==> src/rtl/pixel_write_queue.sv <==
// pixel_write_queue: buffers MCU pixel writes, issues them in order to the memory manager write port.
// Latency: push into an empty idle queue at edge N -> memoryWriteRequest high after edge N+1; >= 3 cycles per write.
// Backpressure: pushReady = !full with no same-cycle bypass; off-screen pushes are accepted, counted and discarded.
// Optional: define PIXEL_QUEUE_COALESCE_EN to merge a same-coordinate push into the newest queued (not in-flight) entry.
module pixel_write_queue #(
    parameter int DEPTH   = 16,
    parameter int X_LIMIT = 320,
    parameter int Y_LIMIT = 240
) (
    input  logic                   clock,
    input  logic                   reset,
    input  logic                   pushValid,
    output logic                   pushReady,
    input  logic [8:0]             pushX,
    input  logic [7:0]             pushY,
    input  logic [7:0]             pushData,
    output logic [8:0]             memoryXCoord,
    output logic [7:0]             memoryYCoord,
    output logic [7:0]             memoryWriteData,
    output logic                   memoryWriteRequest,
    input  logic                   memoryWriteComplete,
    output logic [$clog2(DEPTH):0] occupancy,
    output logic [7:0]             droppedCount,
    output logic                   busy
);
    localparam int PTR_W = $clog2(DEPTH);
    localparam int OCC_W = PTR_W + 1;
    localparam logic [PTR_W-1:0] PTR_ONE  = PTR_W'(1);
    localparam logic [OCC_W-1:0] OCC_ONE  = OCC_W'(1);
    localparam logic [OCC_W-1:0] OCC_FULL = OCC_W'(DEPTH);

    typedef enum logic [1:0] {S_IDLE, S_REQUEST, S_RELEASE} state_t;

    typedef struct packed {
        logic [8:0] x;
        logic [7:0] y;
        logic [7:0] data;
    } pixel_t;

    state_t             state_q, state_d;
    logic [PTR_W-1:0]   wr_ptr_q, wr_ptr_d;
    logic [PTR_W-1:0]   rd_ptr_q, rd_ptr_d;
    logic [OCC_W-1:0]   occ_q, occ_d;
    logic [7:0]         drop_q, drop_d;
    pixel_t             head_q, head_d;
    pixel_t             mem_q [DEPTH];

    logic               push_fire;
    logic               off_screen;
    logic               coalesce;
    logic               store;
    logic               wr_en;
    logic [PTR_W-1:0]   wr_idx;
    logic               pop;
`ifdef PIXEL_QUEUE_COALESCE_EN
    logic [PTR_W-1:0]   last_idx;
`endif

    assign pushReady          = (occ_q != OCC_FULL);
    assign busy               = (occ_q != '0);
    assign occupancy          = occ_q;
    assign droppedCount       = drop_q;
    assign memoryWriteRequest = (state_q == S_REQUEST);
    assign memoryXCoord       = head_q.x;
    assign memoryYCoord       = head_q.y;
    assign memoryWriteData    = head_q.data;

    // Push classification, pointer/occupancy bookkeeping and drop counter.
    always_comb begin
        push_fire  = pushValid && pushReady;
        off_screen = (int'(pushX) >= X_LIMIT) || (int'(pushY) >= Y_LIMIT);
`ifdef PIXEL_QUEUE_COALESCE_EN
        // With two or more entries the newest one is never the in-flight (or about to launch) head.
        last_idx = wr_ptr_q - PTR_ONE;
        coalesce = (occ_q > OCC_ONE) && (mem_q[last_idx].x == pushX) && (mem_q[last_idx].y == pushY);
`else
        coalesce = 1'b0;
`endif
        wr_en  = push_fire && !off_screen;
        store  = wr_en && !coalesce;
`ifdef PIXEL_QUEUE_COALESCE_EN
        wr_idx = coalesce ? last_idx : wr_ptr_q;
`else
        wr_idx = wr_ptr_q;
`endif
        pop    = (state_q == S_REQUEST) && memoryWriteComplete;

        wr_ptr_d = store ? (wr_ptr_q + PTR_ONE) : wr_ptr_q;
        rd_ptr_d = pop ? (rd_ptr_q + PTR_ONE) : rd_ptr_q;

        occ_d = occ_q;
        if (store && !pop) begin
            occ_d = occ_q + OCC_ONE;
        end else if (!store && pop) begin
            occ_d = occ_q - OCC_ONE;
        end

        drop_d = drop_q;
        if (push_fire && off_screen && (drop_q != 8'hFF)) begin
            drop_d = drop_q + 8'd1;
        end
    end

    // Request FSM: launch head from IDLE, hold in REQUEST until complete, one dead cycle in RELEASE.
    always_comb begin
        state_d = state_q;
        head_d  = head_q;
        case (state_q)
            S_IDLE: begin
                if (occ_q != '0) begin
                    head_d  = mem_q[rd_ptr_q];
                    state_d = S_REQUEST;
                end
            end
            S_REQUEST: begin
                if (memoryWriteComplete) begin
                    state_d = S_RELEASE;
                end
            end
            S_RELEASE: state_d = S_IDLE;
            default:   state_d = S_IDLE;
        endcase
    end

    // Control state with asynchronous reset; reset abandons any in-flight request and queued entries.
    always_ff @(posedge clock or posedge reset) begin
        if (reset) begin
            state_q  <= S_IDLE;
            wr_ptr_q <= '0;
            rd_ptr_q <= '0;
            occ_q    <= '0;
            drop_q   <= '0;
            head_q   <= '0;
        end else begin
            state_q  <= state_d;
            wr_ptr_q <= wr_ptr_d;
            rd_ptr_q <= rd_ptr_d;
            occ_q    <= occ_d;
            drop_q   <= drop_d;
            head_q   <= head_d;
        end
    end

    // Queue storage; contents are only meaningful between the pointers, so no reset is needed.
    always_ff @(posedge clock) begin
        if (wr_en) begin
            mem_q[wr_idx] <= '{x: pushX, y: pushY, data: pushData};
        end
    end

endmodule
==> config.mk <==
export PLATFORM = sky130hd
export DESIGN_NAME = pixel_write_queue
export DESIGN_NICKNAME = d
export VERILOG_FILES = /design/src/rtl/pixel_write_queue.sv
export SDC_FILE = /design/constraint.sdc
export NUM_CORES = 1
export LEC_CHECK = 0
export BUFFER_PORTS_ARGS = -buffer_cell sky130_fd_sc_hd__buf_2
export CAP_MARGIN = 5
export CORE_ASPECT_RATIO = 1.25
export CORE_MARGIN = 2
export CORE_UTILIZATION = 58
export CTS_BUF_LIST = sky130_fd_sc_hd__clkbuf_2 sky130_fd_sc_hd__clkbuf_4 sky130_fd_sc_hd__clkbuf_8
export CTS_CLUSTER_SIZE = 24
export DETAILED_ROUTE_END_ITERATION = 8
export PLACE_DENSITY = 0.86
export SYNTH_ARGS = -nofsm -noshare
export SYNTH_HDL_FRONTEND = slang
export SYNTH_SLANG_ARGS = --single-unit
==> constraint.sdc <==
create_clock -name clock -period 3.8 [get_ports clock]
set_input_delay 0.19 -clock clock [delete_from_list [all_inputs] [get_ports clock]]
set_output_delay 0.19 -clock clock [all_outputs]
set_load 0.01 [all_outputs]
# Word level (Yosys, flattened, before mapping)
# Memory sizes are Yosys's and may differ from the RTL's. A register that Yosys moved wholly into a read port is not among the register bits.
# Cells that the tools add are included.
op_classes:
  add_sub_neg: 5
  order_cmp: 2
  n_eq_ne: 5
  mux: 7
  n_reduce_logical: 16
ops:
  columns: ["operator", "n"]
  rows:
  - ["2-to-1 mux 5 bit", 2]
  - [">= comparator 9 bit, second input constant", 1]
  - ["adder 4 x 1 -> 4 bit, second input constant", 2]
  - ["adder 8 x 1 -> 8 bit, second input constant", 1]
  - [">= comparator 8 bit, second input constant", 1]
  - ["!= test 8 bit, second input constant", 1]
  - ["logical AND 1 bit", 7]
  - ["adder 5 x 1 -> 5 bit, second input constant", 1]
  - ["!= test 5 bit, second input constant", 1]
  - ["nonzero test 5 bit", 1]
  - ["subtractor 5 x 1 -> 5 bit, second input constant", 1]
  - ["2-to-1 mux 2 bit", 2]
  - ["one-hot mux 2 bit (2 select lines)", 1]
  - ["AND reduction 2 bit", 2]
  - ["zero test 1 bit", 3]
  - ["equality test 2 x 1 -> 1 bit, second input constant", 1]
  - ["zero test 2 bit", 1]
  - ["2-to-1 mux 1 bit", 2]
  - ["!= test 2 x 1 -> 1 bit, second input constant", 1]
  - ["!= test 2 bit, second input constant", 1]
  - ["nonzero test 2 bit", 1]
  - ["logical OR 1 bit", 1]
totals:
  ff_bits: 23
  ramBits: 400
  word_cells: 41
  n_memories: 1
mem_list:
  columns: ["name", "depth", "word_bits", "rd", "rd_ports_with_merged_regs", "wr", "line_no", "rtl"]
  rows:
  - ["mem_q", 16, 25, 1, 1, 1, "46", "pixel_t mem_q [DEPTH];"]

# Logic depth before layout (Yosys ltp)
# Gate-level depths: netlist of the first run.
logic_depth:
  depth_word: 8
  mapped_depth: 11
  ltp_nobuf: 10

# Least setup slack after synthesis of the first run
# Ideal clock, no wire load.
synth_timing:
  kind: "reg2reg"
  from: "register occ_q[0] (netlist: occupancy[0])"
  to: "memory mem_q[0][0] in the netlist's numbering (enable)"
  setup_time_ns: 0.471
  arrival_time_ns: 3.410
  required_time_ns: 3.329
  path_slack_ns: -0.081
  stages_incl_launch_ff: 5
  n_path_buf: 1
  synth_period_minus_slack_ns: 3.881
  cell_sequence: "dfrtp_1 -> or4_1 -> buf_2 -> o2111ai_4 -> nor4_1"
synth_via:
  elab_chain_len: 5
synth_rtl:
  columns: ["item", "line_no", "rtl"]
  rows:
  - ["from (decl)", "43", "logic [OCC_W-1:0] occ_q, occ_d;"]
  - ["from (signal assigned)", "131", "occ_q <= '0;"]
  - ["from (signal assigned)", "138", "occ_q <= occ_d;"]
  - ["!= test 5 bit", "59", "assign pushReady = (occ_q != OCC_FULL);"]
  - ["logical AND 1 bit", "70", "push_fire = pushValid && pushReady;"]
  - ["logical AND 1 bit", "79", "wr_en = push_fire && !off_screen;"]
  - ["2-to-1 mux 1 bit", "146", "if (wr_en) begin"]
  - ["2-to-1 mux 1 bit (not written as such)", "147", "mem_q[wr_idx] <= '{x: pushX, y: pushY, data: pushData};"]
  - ["to (decl)", "46", null]
# Every way passes these cells.

# Worst setup path after layout of the first run
layout_timing:
  from: "register occ_q[1] (netlist: occupancy[1])"
  to: "register occ_q[4] (netlist: occupancy[4])"
layout_via:
  elab_chain_len: 6
  word_cells_on_any_way: 11
  classes_between: "2 x add/sub; 1 x eq/ne; 2 x mux; 6 x reduce/logical"
layout_rtl:
  columns: ["item", "line_no", "rtl"]
  rows:
  - ["!= test 5 bit (*)", "59", null]
  - ["logical AND 1 bit (*)", "70", null]
  - ["logical AND 1 bit (*)", "79", null]
  - ["net store", "51", "logic store;"]
  - ["zero test 1 bit", "94", "end else if (!store && pop) begin"]
  - ["logical AND 1 bit", "94", null]
  - ["nonzero test 2 bit (no line)", null, null]
# Mark *: on every way through the listed nets, which the timed path passes. The rest lies on a longest branch. The select of a mux whose other input is x is not followed.
# A chain may end at the register's enable or synchronous reset.

==> summary.txt, run 1 <==
Power and ir drop
  – Clock power frac: 0.282
  – Sequential Power Share: 0.457
  – Net Sw Power: around 0.0043 W
  – Pleak: between 6 and 7 nW
  – P_int: between 0.009 and 0.01 W
  – Worst VDD drop: about 0.00028 V
  – Sw Ratio: 0.3032
  – Comb pwr share: 0.260
  – PD cells: between 700 and 800 mW/mm²

Route
  – Met2 routed WL: about 19000 µm
  – Routed WL per cell: approximately 27 µm
  – Routed Antenna Nets: 0
  – Iter 0 DRT Violations: roughly 1.1k
  – Vias: roughly 9k
  – Vias/cell: approximately 6.3
  – M1 WL: between 10000 and 15000 µm
  – Number of remaining DRC errors: 0
  – Top Metal Used: met4
  – Pre-antenna DRT Iters: 5
  – Wire length on met3: ~3500 µm
  – Drt total wl: between 30000 and 40000 µm

Clocking
  – TritonCTS buffer count: 66
  – CTS H-tree depth: 3
  – Postcts setup bufs: 0
  – Clk sinks: 448
  – Clock slew at reported path FFs: 0.07 ns
  – Clock Tree Root: clkbuf_8
  – Longest Clk Path Bufs: 3
  – CTS tree: yes
  – Latest clock arrival within the worst-skew pair: around 0.62 ns

Placement
  – Worst slack at placement: about 0.57 ns
  – HPWL after DPL: 21810 µm
  – RePlAce Congestion: 0.8093
  – Cells after DPL: ~1.3k
  – IO Port Bufs: between 60 and 70

Timing
  – Setup slack after layout: approximately 0.53 ns
  – Fin crit share: 0.8604
  – Setup TNS: 0 ns
  – Setup-failing EPs final: 0
  – WHS: between 0.1 and 0.15 ns
  – RSZ-0062 raised after global routing: false
  – Final setup skew: 0.03882 ns
  – Slew @ Worst Pin: about 1.1 ns
  – Max Clk Rate: between 0.3 and 0.4 GHz
  – Final count of hold timing violations: 0
  – Slew headroom: 0.2748
  – Final min period: ~3.3 ns
  – Max Slew Vio Count: 0

Setup path
  – Arr. time, crit path: 3.81 ns
  – Startpoint Class: flip-flop
  – CP peak stage delay: roughly 0.66 ns
  – Crit Path Class: flip-flop to flip-flop
  – Worst path slowest cell: or4_1
  – WP buf/inv: 2
  – Reg-to-reg critical path startpoint: occupancy[1]
  – Crit path max fanout: 10
  – Critical Path RT: ~4.3 ns
  – RR Endpoint: occupancy[4]
  – Ordered list of cells on the worst path: or4_1, o2111ai_4, inv_4, ha_1, inv_1, ha_1, a21o_1, a21oi_1, mux2i_1, xnor2_1
  – Crit path max-delay family: compound AO/OA/AOI/OAI gates
  – Critical path capture point type: flip-flop
  – Register-to-Register Setup Slack: roughly 0.53 ns
  – R2R cell count: 10
  – Most frequent CP cell: ha_1

Global route
  – Total congestion overflow: 0
  – All-Layer GR Usage: 0.2590
  – Initial antenna violation count: 0
  – Vias in the first global route: between 9k and 10k
  – Pin count of the biggest net entering global routing: 66
  – Global-route wire length before repair: between 50000 and 60000 µm

Yosys
  – EDFF count, synth: 400
  – Synth Net Count: about 850
  – Synth Flop Type: edfxtp_1
  – Ys async rst share: 0.1071
  – Mapped Cells: a little over 800
  – Mapped Area: 0.01727 mm²
  – Syn Area/Cell: roughly 21 µm²
  – Ys Warns: 0
  – Synthesis-stage register bit count: between 400 and 500
  – Seq/Total Area, Yosys: 0.7650
  – Cell variety after synth: 41

Finish
  – Layout Area Growth over Synthesis: 15.60%
  – ANT cells: 0
  – Post-route insts no fill: around 1.4k
  – Layout Nets: approximately 1.0k
  – Final core utilization: 0.6825
  – Share of layout cells above drive strength 1: 0.3607
  – Fillers: 1745

Flow run
  – Max-cap viol count: 0

Worst hold path
  – HP Start: pushValid
  – Hold Path End: droppedCount[4]
  – Hold Crit Depth: 5
  – Hold Crit Class: primary input to flip-flop

Floorplanning
  – Row Count: 70
  – Top Ports: 70
  – CORE AREA: just under 0.03 mm²
  – Die Wd: approximately 160 µm
  – DIE AREA: approximately 0.031 mm²
  – Initial Util: 0.5904
  – DIE HEIGHT: between 150 and 200 µm

Run status
  – Outcome: completed
-- how the worst max path moves through the flow --
| stage | from | to | slack [ns] | depth (start not counted) |
|---|---|---|---|---|
| floorplan | occupancy[0] | mem_q[0][0] | -0.08 | 4 |
| global route | occupancy[1] | occupancy[4] | 0.35 | 10 |
| global placement | occupancy[1] | occupancy[4] | 0.68 | 10 |
| CTS | occupancy[1] | occupancy[4] | 0.56 | 10 |
| finish | occupancy[1] | occupancy[4] | 0.53 | 10 |
| detailed placement | occupancy[1] | occupancy[4] | 0.57 | 10 |
-- power groups by stage --
stage	sequential (W)	combinational (W)	clock [W]
2_1_floorplan	0.00624	0.00285	0
3_3_place_gp	0.00658	0.00354	0
3_5_place_dp	0.00662	0.00368	0
4_1_cts	0.00653	0.00373	0.00404
5_1_grt	0.00660	0.00400	0.00428
6_report	0.00654	0.00373	0.00404
-- routing by layer --
layer,GRT usage,vias up
met2,0.4147,552
met3,0.05871,111
li1,-,3691
met4,0.1285,0
met5,0,-
met1,0.3393,4576
-- placed cells by master (no fill, tap or decap), types with 3 or more instances in the layout --
master,n
edfxtp_1,400
mux4_2,100
clkbuf_8,73
buf_2,69
dfrtp_1,44
buf_4,38
o22ai_1,34
dlygate4sd3_1,27
a21oi_1,23
mux2_2,23
clkbuf_4,22
xnor2_1,16
nand2_1,14
mux2i_1,13
inv_1,12
ha_1,10
o21ai_0,9
nand4_1,8
nor4_2,8
clkinv_1,7
clkinv_2,6
nor2b_1,5
and2_1,5
clkinvlp_4,5
nor2_1,4
a211o_1,4
a22o_1,4
nand3_1,3
and3_1,3
inv_6,3
bufinv_16,3
-- synth_stat cells (all sizes together) (3+ instances only) --
| cell | number | area share |
|---|---|---|
| mux2 | 23 | 0.015 |
| a22o | 4 | 0.0020 |
| nand2 | 14 | 0.0030 |
| nor2 | 8 | 0.0017 |
| o22ai | 34 | 0.012 |
| nor2b | 5 | 0.0018 |
| xnor2 | 16 | 0.0081 |
| mux2i | 13 | 0.0075 |
| buf | 25 | 0.0083 |
| inv | 14 | 0.0032 |
| nor4 | 9 | 0.0033 |
| and3 | 4 | 0.0017 |
| clkbuf | 18 | 0.0040 |
| nand4 | 8 | 0.0029 |
| o21ai | 10 | 0.0031 |
| a211o | 4 | 0.0020 |
| dfrtp | 48 | 0.070 |
| edfxtp | 400 | 0.70 |
| nand3 | 3 | 0.00087 |
| a21oi | 23 | 0.0067 |
| mux4 | 100 | 0.13 |
| ha | 10 | 0.0072 |
| and2 | 6 | 0.0023 |
-- layout make-up --
class,count,area (µm²),share of cell area
clock inverter,24,210.2,0.01053
inverter,14,55.05,0.002757
multi-input combinational,306,3872,0.1939
timing repair buffer,136,940.9,0.04712
clock buffer,95,1170,0.05859
tap,396,495.5,0.02482
sequential,448,13220,0.6622
-- repair_timing --
item	CTS	global route
endpoints found under the hold margin	422	0
gates resized for setup	0	0
hold buffers	27	0
-- registers in the layout, indices dropped and copies added (netlist names) --
| signal | count |
|---|---|
| droppedCount | 8 |
| occupancy | 5 |
| memoryXCoord | 9 |
| rd_ptr_q | 4 |
| state_q | 2 |
| wr_idx | 4 |
| mem_q | 400 |
| memoryWriteData | 8 |
| memoryYCoord | 8 |
-- cell families after synthesis --
family                     after synthesis  synth area share
and+or+nand+nor                         61           0.01934
buffers and inverters                   57           0.01550
muxes                                  136            0.1529
xor gates and xnor gates                17          0.008621
AOI/OAI and AO/OA                       81           0.03021
DFF                                    448            0.7650
adders and majority gates               11          0.008403
-- worst register-to-register path, stage by stage, from the launching register on --
cell and delay (ns):
dfrtp_1 0.46, or4_1 0.66, o2111ai_4 0.52, inv_4 0.12, ha_1 0.25, inv_1 0.16, ha_1 0.30, a21o_1 0.20
a21oi_1 0.20, mux2i_1 0.23, xnor2_1 0.13
-- per-stage QoR --
step / total power, W / instance area [µm²]
3_5_place_dp: 0.01030 / 18320
4_1_cts: 0.01430 / 19970
6_report: 0.01431 / 19970
3_3_place_gp: 0.01011 / 18320
5_1_grt: 0.01489 / 19970
2_1_floorplan: 0.009091 / 17270
No activity file was read; power rests on OpenSTA's default activity.
==> inputs of run 2 (changes only) <==
--- a/config.mk
+++ b/config.mk
@@ -9,11 +9,11 @@
 export CAP_MARGIN = 5
 export CORE_ASPECT_RATIO = 1.25
 export CORE_MARGIN = 2
-export CORE_UTILIZATION = 58
+export CORE_UTILIZATION = 64
 export CTS_BUF_LIST = sky130_fd_sc_hd__clkbuf_2 sky130_fd_sc_hd__clkbuf_4 sky130_fd_sc_hd__clkbuf_8
 export CTS_CLUSTER_SIZE = 24
 export DETAILED_ROUTE_END_ITERATION = 8
-export PLACE_DENSITY = 0.86
+export PLACE_DENSITY = 0.89
 export SYNTH_ARGS = -nofsm -noshare
 export SYNTH_HDL_FRONTEND = slang
 export SYNTH_SLANG_ARGS = --single-unit
==> constraint.sdc (replaced) <==
create_clock -name clock -period 3.3 [get_ports clock]
set_input_delay 0.165 -clock clock [delete_from_list [all_inputs] [get_ports clock]]
set_output_delay 0.165 -clock clock [all_outputs]
set_load 0.01 [all_outputs]
==> run 2 against run 1 <==
Net effect:
- critical endpoint unchanged
- highest routed layer unchanged
- sequential share of layout area is 0.16 points lower
- non-clock buffer count stayed put
- final area is 0.24% higher
- sequential power is 15% higher
- global-route usage rose by 2.5 points
- core utilization increased by 6.8 points
- first-iteration DRC count is 1.4% higher
- maximum frequency is 7.9% higher
- largest cell class unchanged
- via count is 1.2% higher
- final cell count decreased by 3.5%
- clock-buffer cell count rose by 7
==> summary.txt, run 2 (synthesized netlist as in run 1, its figures left out) <==
Run status
  – Outcome: completed

Timing
  – Setup-failing EPs final: 0
  – Max Clk Rate: roughly 0.33 GHz
  – RSZ-0062 raised after global routing: false
  – Final setup skew: 0.02774 ns
  – Slew headroom: 0.2603
  – Fin crit share: 0.9180
  – Final min period: between 3 and 4 ns
  – Setup TNS: 0 ns
  – Slew @ Worst Pin: around 1.1 ns
  – Setup slack after layout: roughly 0.27 ns
  – Max Slew Vio Count: 0
  – Final count of hold timing violations: 0

Placement
  – Worst slack at placement: 0.3576 ns
  – IO Port Bufs: 69
  – HPWL after DPL: between 20000 and 25000 µm
  – Post-DP Area: 0.01828 mm²
  – RePlAce Congestion: ~0.8
  – Cells after DPL: about 1.2k

Route
  – Pre-antenna DRT Iters: 5
  – Vias/cell: 6.604
  – Iter 0 DRT Violations: between 1k and 1.5k
  – Number of remaining DRC errors: 0
  – Routed Antenna Nets: 0
  – Drt total wl: between 30000 and 40000 µm
  – Routed WL per cell: ~28 µm
  – Vias: between 9k and 10k

Floorplanning
  – DIE AREA: 0.02833 mm²
  – Row Count: 67
  – Die Wd: roughly 150 µm
  – Initial Util: 0.6479
  – Top Ports: 70
  – DIE HEIGHT: 187.7 µm
  – CORE AREA: about 0.027 mm²

Power and ir drop
  – Pleak: about 6.8 nW
  – PD cells: between 800 and 900 mW/mm²
  – Power Total: between 0.015 and 0.02 W
  – Worst VDD drop: approximately 0.00052 V

Worst hold path
  – Hold Crit Class: primary input to flip-flop

Clocking
  – Clock Tree Root: clkbuf_8
  – Latest clock arrival within the worst-skew pair: around 0.59 ns
  – TritonCTS buffer count: 66
  – Longest Clk Path Bufs: 3
  – CTS tree: yes
  – Clk sinks: ~450
  – Post-CTS sizing: 0
  – Postcts setup bufs: 0
  – CTS H-tree depth: 3
  – CTS Hold Bufs: 28
  – Clock slew at reported path FFs: approximately 0.06 ns

Setup path
  – Crit Path Class: flip-flop to flip-flop
  – Startpoint Class: flip-flop
  – Crit path max fanout: 7
  – Critical Path RT: about 3.8 ns
  – Critical path capture point type: flip-flop
  – Arr. time, crit path: ~3.5 ns

Finish
  – Most common cell after layout, fill and taps aside: edfxtp_1
  – Commonest non-fill, non-tap cells in the layout: edfxtp_1 (400), mux4_2 (100), clkbuf_8 (81), buf_2 (69), dfrtp_1 (44)
  – Final instance area: approximately 0.020 mm²
  – Post-route insts no fill: 1369
  – ANT cells: 0
  – Share of layout cells above drive strength 1: 0.3604
  – Layout Nets: a little over 1k
  – Number of flip-flops in the largest register: 400
  – Largest register by flop count: mem_q
  – Layout Area Growth over Synthesis: 15.88%

Global route
  – Vias in the first global route: 9525
  – Global-route wire length before repair: a little under 60000 µm
  – Initial antenna violation count: 0
  – Total congestion overflow: 0
  – Pin count of the biggest net entering global routing: 70
  – All-Layer GR Usage: 0.2839

Flow run
  – Max-cap viol count: 0
[run 2: changes by cell type in the layout (fill, tap and decap cells not counted), sizes merged]
cell         previous run  this run
clkbuf                 95       102
clkinvlp                5         2
inv                    17        14
buf                   109       108
bufinv                  3         4
clkinv                 13        12
dlygate4sd3            27        28
[run 2: layout make-up]
class                   count  area (µm²)
clock buffers             102        1272
clock inverters            18       186.4
fillers                  1356        6644
inverters                  14       55.05
multi-input cells         306        3877
flip-flops and latches    448       13220
well taps                 345       431.7
repair buffers            136       968.4
[run 2: path summary, 6_finish.rpt]
check / slack (ns) / end / depth (start not counted) / from
min in group asynchronous: 0.38 / rd_ptr_q[3] / 3 / reset
hold reg to reg: 0.49 / droppedCount[5] / 1 / droppedCount[5]
max in group asynchronous: 2.12 / memoryXCoord[0] / 4 / reset
setup reg to reg: 0.27 / occupancy[4] / 10 / occupancy[1]
setup / recovery: 0.27 / occupancy[4] / 10 / occupancy[1]
hold / removal: 0.35 / state_q[0] / 3 / memoryWriteComplete
[run 2: per-layer routing]
layer	share of wire	GRT usage	up-vias
met4	0.039	0.1247	0
met1	0.36	0.3752	4658
met3	0.093	0.06107	124
li1	-	-	3680
met2	0.51	0.4622	579
met5	0	0	-
[run 2: worst max-delay path, stage by stage, from the launching register on]
cell	delay, ns
dfrtp_1	0.44
or4_1	0.66
o2111ai_4	0.28
inv_4	0.10
ha_1	0.25
inv_1	0.17
ha_1	0.30
a21o_1	0.19
a21oi_1	0.17
mux2i_1	0.25
xnor2_1	0.14
[run 2: stage by stage]
| stage | hold WS, ns | utilization |
|---|---|---|
| final | 0.3500 | 0.7508 |
| after global routing | 0.3904 | 0.7508 |
| after CTS | 0.3351 | 0.7508 |
| after detailed placement | 0.4105 | 0.6855 |
| after global placement | 0.3866 | 0.6855 |
| after floorplan | 0.2639 | - |
[run 2: power by group]
group / switching, W / leakage [nW] / internal (W)
sequential: 0.000747 / 4.17 / 0.00676
clock: 0.00205 / 0.766 / 0.00277
combinational: 0.00215 / 1.82 / 0.00218
